### src/rtl/wide_add_pkg.sv
// Shared constants for the nibble-serial wide adder.
// State encoding, slice width and counter-width helper.
package wide_add_pkg;

    typedef enum logic [1:0] {
        IDLE = 2'd0,
        RUN  = 2'd1,
        DONE = 2'd2
    } state_t;

    localparam int NIBBLE_W = 4;

    function automatic int cnt_width(input int width);
        int w;
        w = $clog2(width / NIBBLE_W);
        return (w < 1) ? 1 : w;
    endfunction

endpackage

### src/rtl/adder_4bit.sv
// Four-bit ripple-carry adder slice.
// Shared by the sequencer across all nibbles.
module adder_4bit (
    input  logic [3:0] a,
    input  logic [3:0] b,
    input  logic       cin,
    output logic [3:0] sum,
    output logic       cout
);

    assign {cout, sum} = {1'b0, a} + {1'b0, b} + {4'b0000, cin};

endmodule

### src/rtl/wide_add_sequencer.sv
// Nibble-serial wide adder: one adder_4bit stepped LSB to MSB.
// Optional subtract mode when SEQ_SUB_EN is defined.
module wide_add_sequencer
    import wide_add_pkg::*;
#(
    parameter int WIDTH = 16
) (
    input  logic             clk,
    input  logic             rst,
    input  logic             in_valid,
    output logic             in_ready,
    input  logic [WIDTH-1:0] a,
    input  logic [WIDTH-1:0] b,
    input  logic             cin,
`ifdef SEQ_SUB_EN
    input  logic             sub,
`endif
    output logic             out_valid,
    input  logic             out_ready,
    output logic [WIDTH-1:0] sum,
    output logic             cout
);

    localparam int N  = WIDTH / NIBBLE_W;
    localparam int CW = cnt_width(WIDTH);
    localparam logic [CW-1:0] LAST = CW'(N - 1);

    state_t           state_q, state_d;
    logic [CW-1:0]    cnt_q, cnt_d;
    logic             carry_q, carry_d;
    logic [WIDTH-1:0] a_q, a_d;
    logic [WIDTH-1:0] b_q, b_d;
    logic [WIDTH-1:0] sum_q, sum_d;
    logic             cout_q, cout_d;

    logic [NIBBLE_W-1:0] s_a;
    logic [NIBBLE_W-1:0] s_b;
    logic [NIBBLE_W-1:0] s_sum;
    logic                s_cout;
    logic                carry_init;

`ifdef SEQ_SUB_EN
    logic sub_q, sub_d;
    // Two's-complement subtract: invert b and force the initial carry.
    assign s_b        = b_q[cnt_q*NIBBLE_W +: NIBBLE_W] ^ {NIBBLE_W{sub_q}};
    assign carry_init = sub ? 1'b1 : cin;
`else
    assign s_b        = b_q[cnt_q*NIBBLE_W +: NIBBLE_W];
    assign carry_init = cin;
`endif

    assign s_a = a_q[cnt_q*NIBBLE_W +: NIBBLE_W];

    adder_4bit u_slice (
        .a    (s_a),
        .b    (s_b),
        .cin  (carry_q),
        .sum  (s_sum),
        .cout (s_cout)
    );

    always_comb begin
        state_d = state_q;
        cnt_d   = cnt_q;
        carry_d = carry_q;
        a_d     = a_q;
        b_d     = b_q;
        sum_d   = sum_q;
        cout_d  = cout_q;
`ifdef SEQ_SUB_EN
        sub_d   = sub_q;
`endif
        unique case (state_q)
            IDLE: begin
                if (in_valid) begin
                    a_d     = a;
                    b_d     = b;
                    cnt_d   = '0;
                    sum_d   = '0;
                    cout_d  = 1'b0;
                    carry_d = carry_init;
`ifdef SEQ_SUB_EN
                    sub_d   = sub;
`endif
                    state_d = RUN;
                end
            end
            RUN: begin
                sum_d[cnt_q*NIBBLE_W +: NIBBLE_W] = s_sum;
                carry_d = s_cout;
                if (cnt_q == LAST) begin
                    cnt_d   = '0;
                    cout_d  = s_cout;
                    state_d = DONE;
                end else begin
                    cnt_d = cnt_q + 1'b1;
                end
            end
            DONE: begin
                if (out_ready) begin
                    state_d = IDLE;
                end
            end
            default: state_d = IDLE;
        endcase
    end

    always_ff @(posedge clk or posedge rst) begin
        if (rst) begin
            state_q <= IDLE;
            cnt_q   <= '0;
            carry_q <= 1'b0;
            a_q     <= '0;
            b_q     <= '0;
            sum_q   <= '0;
            cout_q  <= 1'b0;
`ifdef SEQ_SUB_EN
            sub_q   <= 1'b0;
`endif
        end else begin
            state_q <= state_d;
            cnt_q   <= cnt_d;
            carry_q <= carry_d;
            a_q     <= a_d;
            b_q     <= b_d;
            sum_q   <= sum_d;
            cout_q  <= cout_d;
`ifdef SEQ_SUB_EN
            sub_q   <= sub_d;
`endif
        end
    end

    assign in_ready  = (state_q == IDLE);
    assign out_valid = (state_q == DONE);
    assign sum       = sum_q;
    assign cout      = cout_q;

endmodule

### config.mk
export PLATFORM = sky130hd
export DESIGN_NAME = wide_add_sequencer
export DESIGN_NICKNAME = d
export VERILOG_FILES = /design/src/rtl/wide_add_pkg.sv /design/src/rtl/adder_4bit.sv /design/src/rtl/wide_add_sequencer.sv
export SDC_FILE = /design/constraint.sdc
export NUM_CORES = 1
export LEC_CHECK = 0
export CAP_MARGIN = 0
export CORE_MARGIN = 8
export CORE_UTILIZATION = 35
export DETAILED_ROUTE_END_ITERATION = 12
export SYNTH_ARGS = -nofsm -noshare
export SYNTH_HDL_FRONTEND = slang
export SYNTH_SLANG_ARGS = --single-unit
export TNS_END_PERCENT = 30
### constraint.sdc
create_clock -name clk -period 3.9 [get_ports clk]
set_input_delay 0.585 -clock clk [delete_from_list [all_inputs] [get_ports clk]]
set_output_delay 0.585 -clock clk [all_outputs]
set_load 0.01 [all_outputs]
==> results of run 1 <==
## where the power goes
part	switching, µW	internal, µW	leakage, µW
clock network	186	193	0.0000585
logic	672	847	0.000758
registers	206	810	0.000672
## state kept, by name, indices dropped and copies added, names as in the netlist
signal	count
cout	1
b_q	16
a_q	16
state_q	2
cnt_q	2
carry_q	1
sum	16
## area by class of cell
cell class / count / share of cell area [%]
repair buffers: 56 / 16.8
flip-flops and latches: 54 / 40.6
clock inverters: 3 / 1.32
clock buffers: 5 / 2.07
inverters: 5 / 0.564
well taps: 99 / 3.72
multi-input cells: 103 / 34.9
## layer usage
layer	wire [µm]	vias up
met5	0	-
met4	71	0
met3	360	6
met2	2440	48
met1	2590	781
li1	-	745
## worst max-delay path: cells and delay by family, from the launching register on
family / cells / cell delay (ps)
AO/OA/AOI/OAI: 2 / 260
multiplexers: 2 / 910
flip-flops: 1 / 810
adder cells (fa/ha/maj): 2 / 860
## worst max-delay path by stage
stage	slack (ps)	from	cells after the start	endpoint
final	950	cnt_q[0]	6	cout
after global routing	750	cnt_q[0]	6	cout
after CTS	900	cnt_q[0]	6	cout
after detailed placement	910	cnt_q[0]	6	cout
after global placement	980	cnt_q[0]	6	cout
after floorplan	1210	cnt_q[0]	7	cout
## per-stage QoR
step                utilization [%]  area, µm²  setup WS (ps)  std cells
finish                         46.1       3330            947        325
global route                   46.1       3330            747        325
CTS                            46.1       3330            899        325
detailed placement             44.5       3210            909        317
global placement               44.5       3210            983        317
floorplan                         -       2600           1210        170
## cells in the final DEF (no fill, tap or decap), drive strengths merged, types with 3 or more instances in the layout
master          n
nand2b          3
o21ai           3
nand2           5
clkdlybuf4s50  55
a22o           12
nor3b           3
dfrtp          54
mux4            8
inv             6
ha              7
nor2            4
clkbuf          5
a21o            4
mux2           33
a32o            4
## cells by family (layout without fill, tap and decap cells)
family          after synthesis  in the layout  synth area share [%]
flops                        54             54                  52.0
fa+ha+maj                     9              9                  4.92
xor+xnor                      1              1                 0.337
compound gates               30             30                  9.30
mux                          41             41                  25.3
simple gates                 22             22                  4.87
buf+inv                      13             69                  3.23
==> metrics.txt, run 1 <==
Crit Path Class=register to register; RSZ-0062 raised after global routing=false; synth cell count leaders=dfrtp_1, mux2_4, a22o_1, mux4_2, ha_1; Worst IR Drop VDD=0.000307 V; vias in the first global route=1770; final worst-path cycle share=75.7%; chip width=102 µm; DR iter-0 viols=66; CP Cell Sequence=mux4_2 > fa_1 > fa_1 > a21oi_1 > o22ai_1 > mux2_1; n_diodes=0; Fin Setup TNS=0 ps; Slew HR=26.2%; Hold Fails Final Rpt=0; final WL=5.46 mm; DRC viols=0; layout cells sized above 1=23.0%; CTS tree=built; Register Area=1350 µm²; Die Height=102 µm; main flop type after synthesis=dfrtp_1; Max Slew Vio Count=0; reg-to-reg endpoint=cout; placer congestion estimate=0.736; Syn Area/Cell=15.3 µm²; GR met1 Demand/Resource=15.7%; Seq/Total Area, Yosys=52.0%; reg2reg start=cnt_q[0]; CP startpoint kind=register; Min-Delay Path Depth=1; crit path max fanout=15; DRT Pass-1 Iters=4; crit path capture type=register; Post-DP HPWL=4.05 mm; PostCTS Resize Cnt=0; clock sinks=54; CORE AREA=7210 µm²; Syn Std Cell Area=2600 µm²; maximum clock path buffer count=2; GRT Total Usage=11.5%; port bufs=55; vias per cell=4.86; clk_lat worst skew=310 ps; post-CTS setup buffers=0; max cap viols=0; Post-DRT Antenna Nets=0; Top cell by count, worst path=fa_1; Post-synth EDFFs=0; Via Count=1580; final hold slack=509 ps; #FFs+latches synth=54; skew final=8.27 ps; Final Setup Violations=0; Area contributors post-synth=dfrtp_1, mux2_4, mux4_2; leading area contributor after synthesis=dfrtp_1; CP peak stage delay=810 ps; clock-pin slew on the worst setup and hold paths=100 ps; Yosys cell types=34; Root Driver=clkbuf_8; I/O pins=56; CP max stage cell=dfrtp_1; Critical Path RT=4100 ps; Yosys top cell area share=52.0%; cell with the most instances after synthesis=dfrtp_1; hold wc startpoint=sum[9]; total gr overflow=0; Hold EP=sum[9]; max frequency=339 MHz; Layout Area Growth over Synthesis=28.1%; TritonCTS buffer count=5; number of cell rows=31; min cycle time layout=2950 ps; hold_buf cts=0; Starting Density=36.0%; pin count of the biggest net entering global routing=55; # nets final=271; syn nets=216; Synthesis Warnings=0; Worst Path Arrival=3150 ps; Total Power=2910 µW; Multi-input gate area=1160 µm²; r2r setup slk=950 ps; PD cells=876 nW/µm²; first-pass GRT wire length=9.29 mm; met3 Usage GRT=3.27%; initial antenna violation count=0; run status=completed; Most Crowded Layer GR=met2; FF-to-FF path depth=6; WL/cell=16.8 µm; measured slew at the worst slew-check pin=1110 ps; DIE AREA=10400 µm²; asr flop ratio synth=100%; Leak=0.00149 µW; Syn Inst Count=170; GR Util met2=17.1%; fillers=663; H-tree Lvls=2; Hold Crit Class=register to register
No activity file was read; power rests on OpenSTA's default activity.
==> run 2, diff against run 1 <==
==> constraint.sdc (replaced) <==
create_clock -name clk -period 2.9 [get_ports clk]
set_input_delay 0.435 -clock clk [delete_from_list [all_inputs] [get_ports clk]]
set_output_delay 0.435 -clock clk [all_outputs]
set_load 0.01 [all_outputs]
==> metrics.txt, run 2 (same netlist as run 1, synthesis figures left out) <==
Max Slew Vio Count=0; GRT Total Usage=11.0%; final WL=5.28 mm; Register Area=1350 µm²; Hold Fails Final Rpt=0; Slew HR=48.4%; min cycle time layout=2690 ps; port bufs=55; clock sinks=54; Hold Crit Class=register to register; crit path max fanout=7; Critical Path RT=3080 ps; placed insts=321; DR iter-0 viols=51; PostCTS Resize Cnt=0; Top cell by count, worst path=fa_1; n_diodes=0; DRT Pass-1 Iters=4; Root Driver=clkbuf_8; hold_buf cts=0; skew final=3.49 ps; first-pass GRT wire length=8.91 mm; Starting Density=36.0%; max frequency=372 MHz; fillers=672; Post-DP HPWL=4.08 mm; RSZ-0062 raised after global routing=false; placer congestion estimate=0.763; Worst Path Arrival=2870 ps; CP bufs+invs=0; fin cells=329; post-CTS setup buffers=0; PD cells=1170 nW/µm²; hold wc startpoint=cout; Die Height=102 µm; layout cells sized above 1=23.9%; maximum clock path buffer count=2; pin count of the biggest net entering global routing=35; initial antenna violation count=0; Final Setup Violations=0; Fin Setup TNS=0 ps; TritonCTS buffer count=5; CORE AREA=7210 µm²; DIE AREA=10400 µm²; clock-pin slew on the worst setup and hold paths=90 ps; commonest non-fill, non-tap cells in the layout=clkdlybuf4s50_1, dfrtp_1, mux2_4; CP Cell Sequence=mux4_2 > fa_1 > fa_1 > a21oi_1 > o22ai_1 > mux2_1; vias per cell=4.75; measured slew at the worst slew-check pin=764 ps; H-tree Lvls=2; Leak=0.00150 µW; CTS tree=built; I/O pins=56; most common cell after layout, fill and taps aside=clkdlybuf4s50_1; crit path capture type=register; reg2reg start=cnt_q[0]; final worst-path cycle share=92.7%; CP startpoint kind=register; Worst IR Drop VDD=0.000441 V; Multi-input gate area=1160 µm²; Crit Path Class=register to register; Post-DRT Antenna Nets=0; number of cell rows=31; DRC viols=0; Worst Setup SP=cnt_q[0]; Layout Utilization=46.4%; run status=completed; total gr overflow=0; CP peak stage delay=570 ps; chip width=102 µm; clk_lat worst skew=290 ps; WL/cell=16.0 µm; CP top delay family=adder cells; Via Count=1564; max cap viols=0; vias in the first global route=1732; CP max stage cell=mux4_2; Layout Area Growth over Synthesis=28.9%; # nets final=275
run 2: changes by cell type in the layout (fill, tap and decap cells not counted), sizes merged:
cell,delta
bufinv,-1
clkbuf,+2
inv,-1
buf,+4
run 2: worst paths after layout:
path | cells after the start | endpoint | slack (ps)
setup / recovery | 6 | cout | 210
min in group asynchronous | 2 | a_q[1] | 510
hold reg to reg | 1 | cout | 500
max in group asynchronous | 3 | state_q[1] | 1850
hold / removal | 1 | cout | 500
setup reg to reg | 6 | cout | 210
run 2: cell type report:
| class | count | share of cell area [%] |
|---|---|---|
| tap | 99 | 3.70 |
| inverter | 5 | 0.561 |
| multi-input combinational | 103 | 34.7 |
| sequential | 54 | 40.4 |
| clock buffer | 7 | 2.58 |
| timing repair buffer | 60 | 17.9 |
| clock inverter | 1 | 0.150 |
run 2: metal layers:
metal  wire length [µm]  part of all wire (%)  up-vias  global-route usage [%]
met5                  0                     0        -                       0
met4                 53                   1.0        0                    3.39
met3                291                   5.5        2                    2.72
met2               2290                    43       40                    15.8
met1               2650                    50      772                    15.7
li1                   -                     -      750                       -
run 2: power by group:
part           internal (µW)  switching, µW
clock                    193            220
combinational           1210            939
sequential              1090            248
total                   2500           1410
run 2: through the flow:
step / instance area [µm²] / total power, µW / hold slack, ps / setup WS, ps
after floorplan: 2600 / 2850 / 474 / 215
after global placement: 3260 / 3520 / 484 / 245
after detailed placement: 3260 / 3540 / 484 / 187
after CTS: 3350 / 3970 / 505 / 171
after global routing: 3350 / 4220 / 520 / 73.8
final: 3350 / 3910 / 500 / 213
==> run 3, diff against run 2 <==
--- a/config.mk
+++ b/config.mk
@@ -8,6 +8,7 @@
 export CAP_MARGIN = 0
 export CORE_MARGIN = 8
 export CORE_UTILIZATION = 35
+export CTS_CLUSTER_DIAMETER = 150
 export DETAILED_ROUTE_END_ITERATION = 12
 export SYNTH_ARGS = -nofsm -noshare
 export SYNTH_HDL_FRONTEND = slang
==> results of run 3 <==
No change in the layout: final DEF, timing and power equal those of run 2.
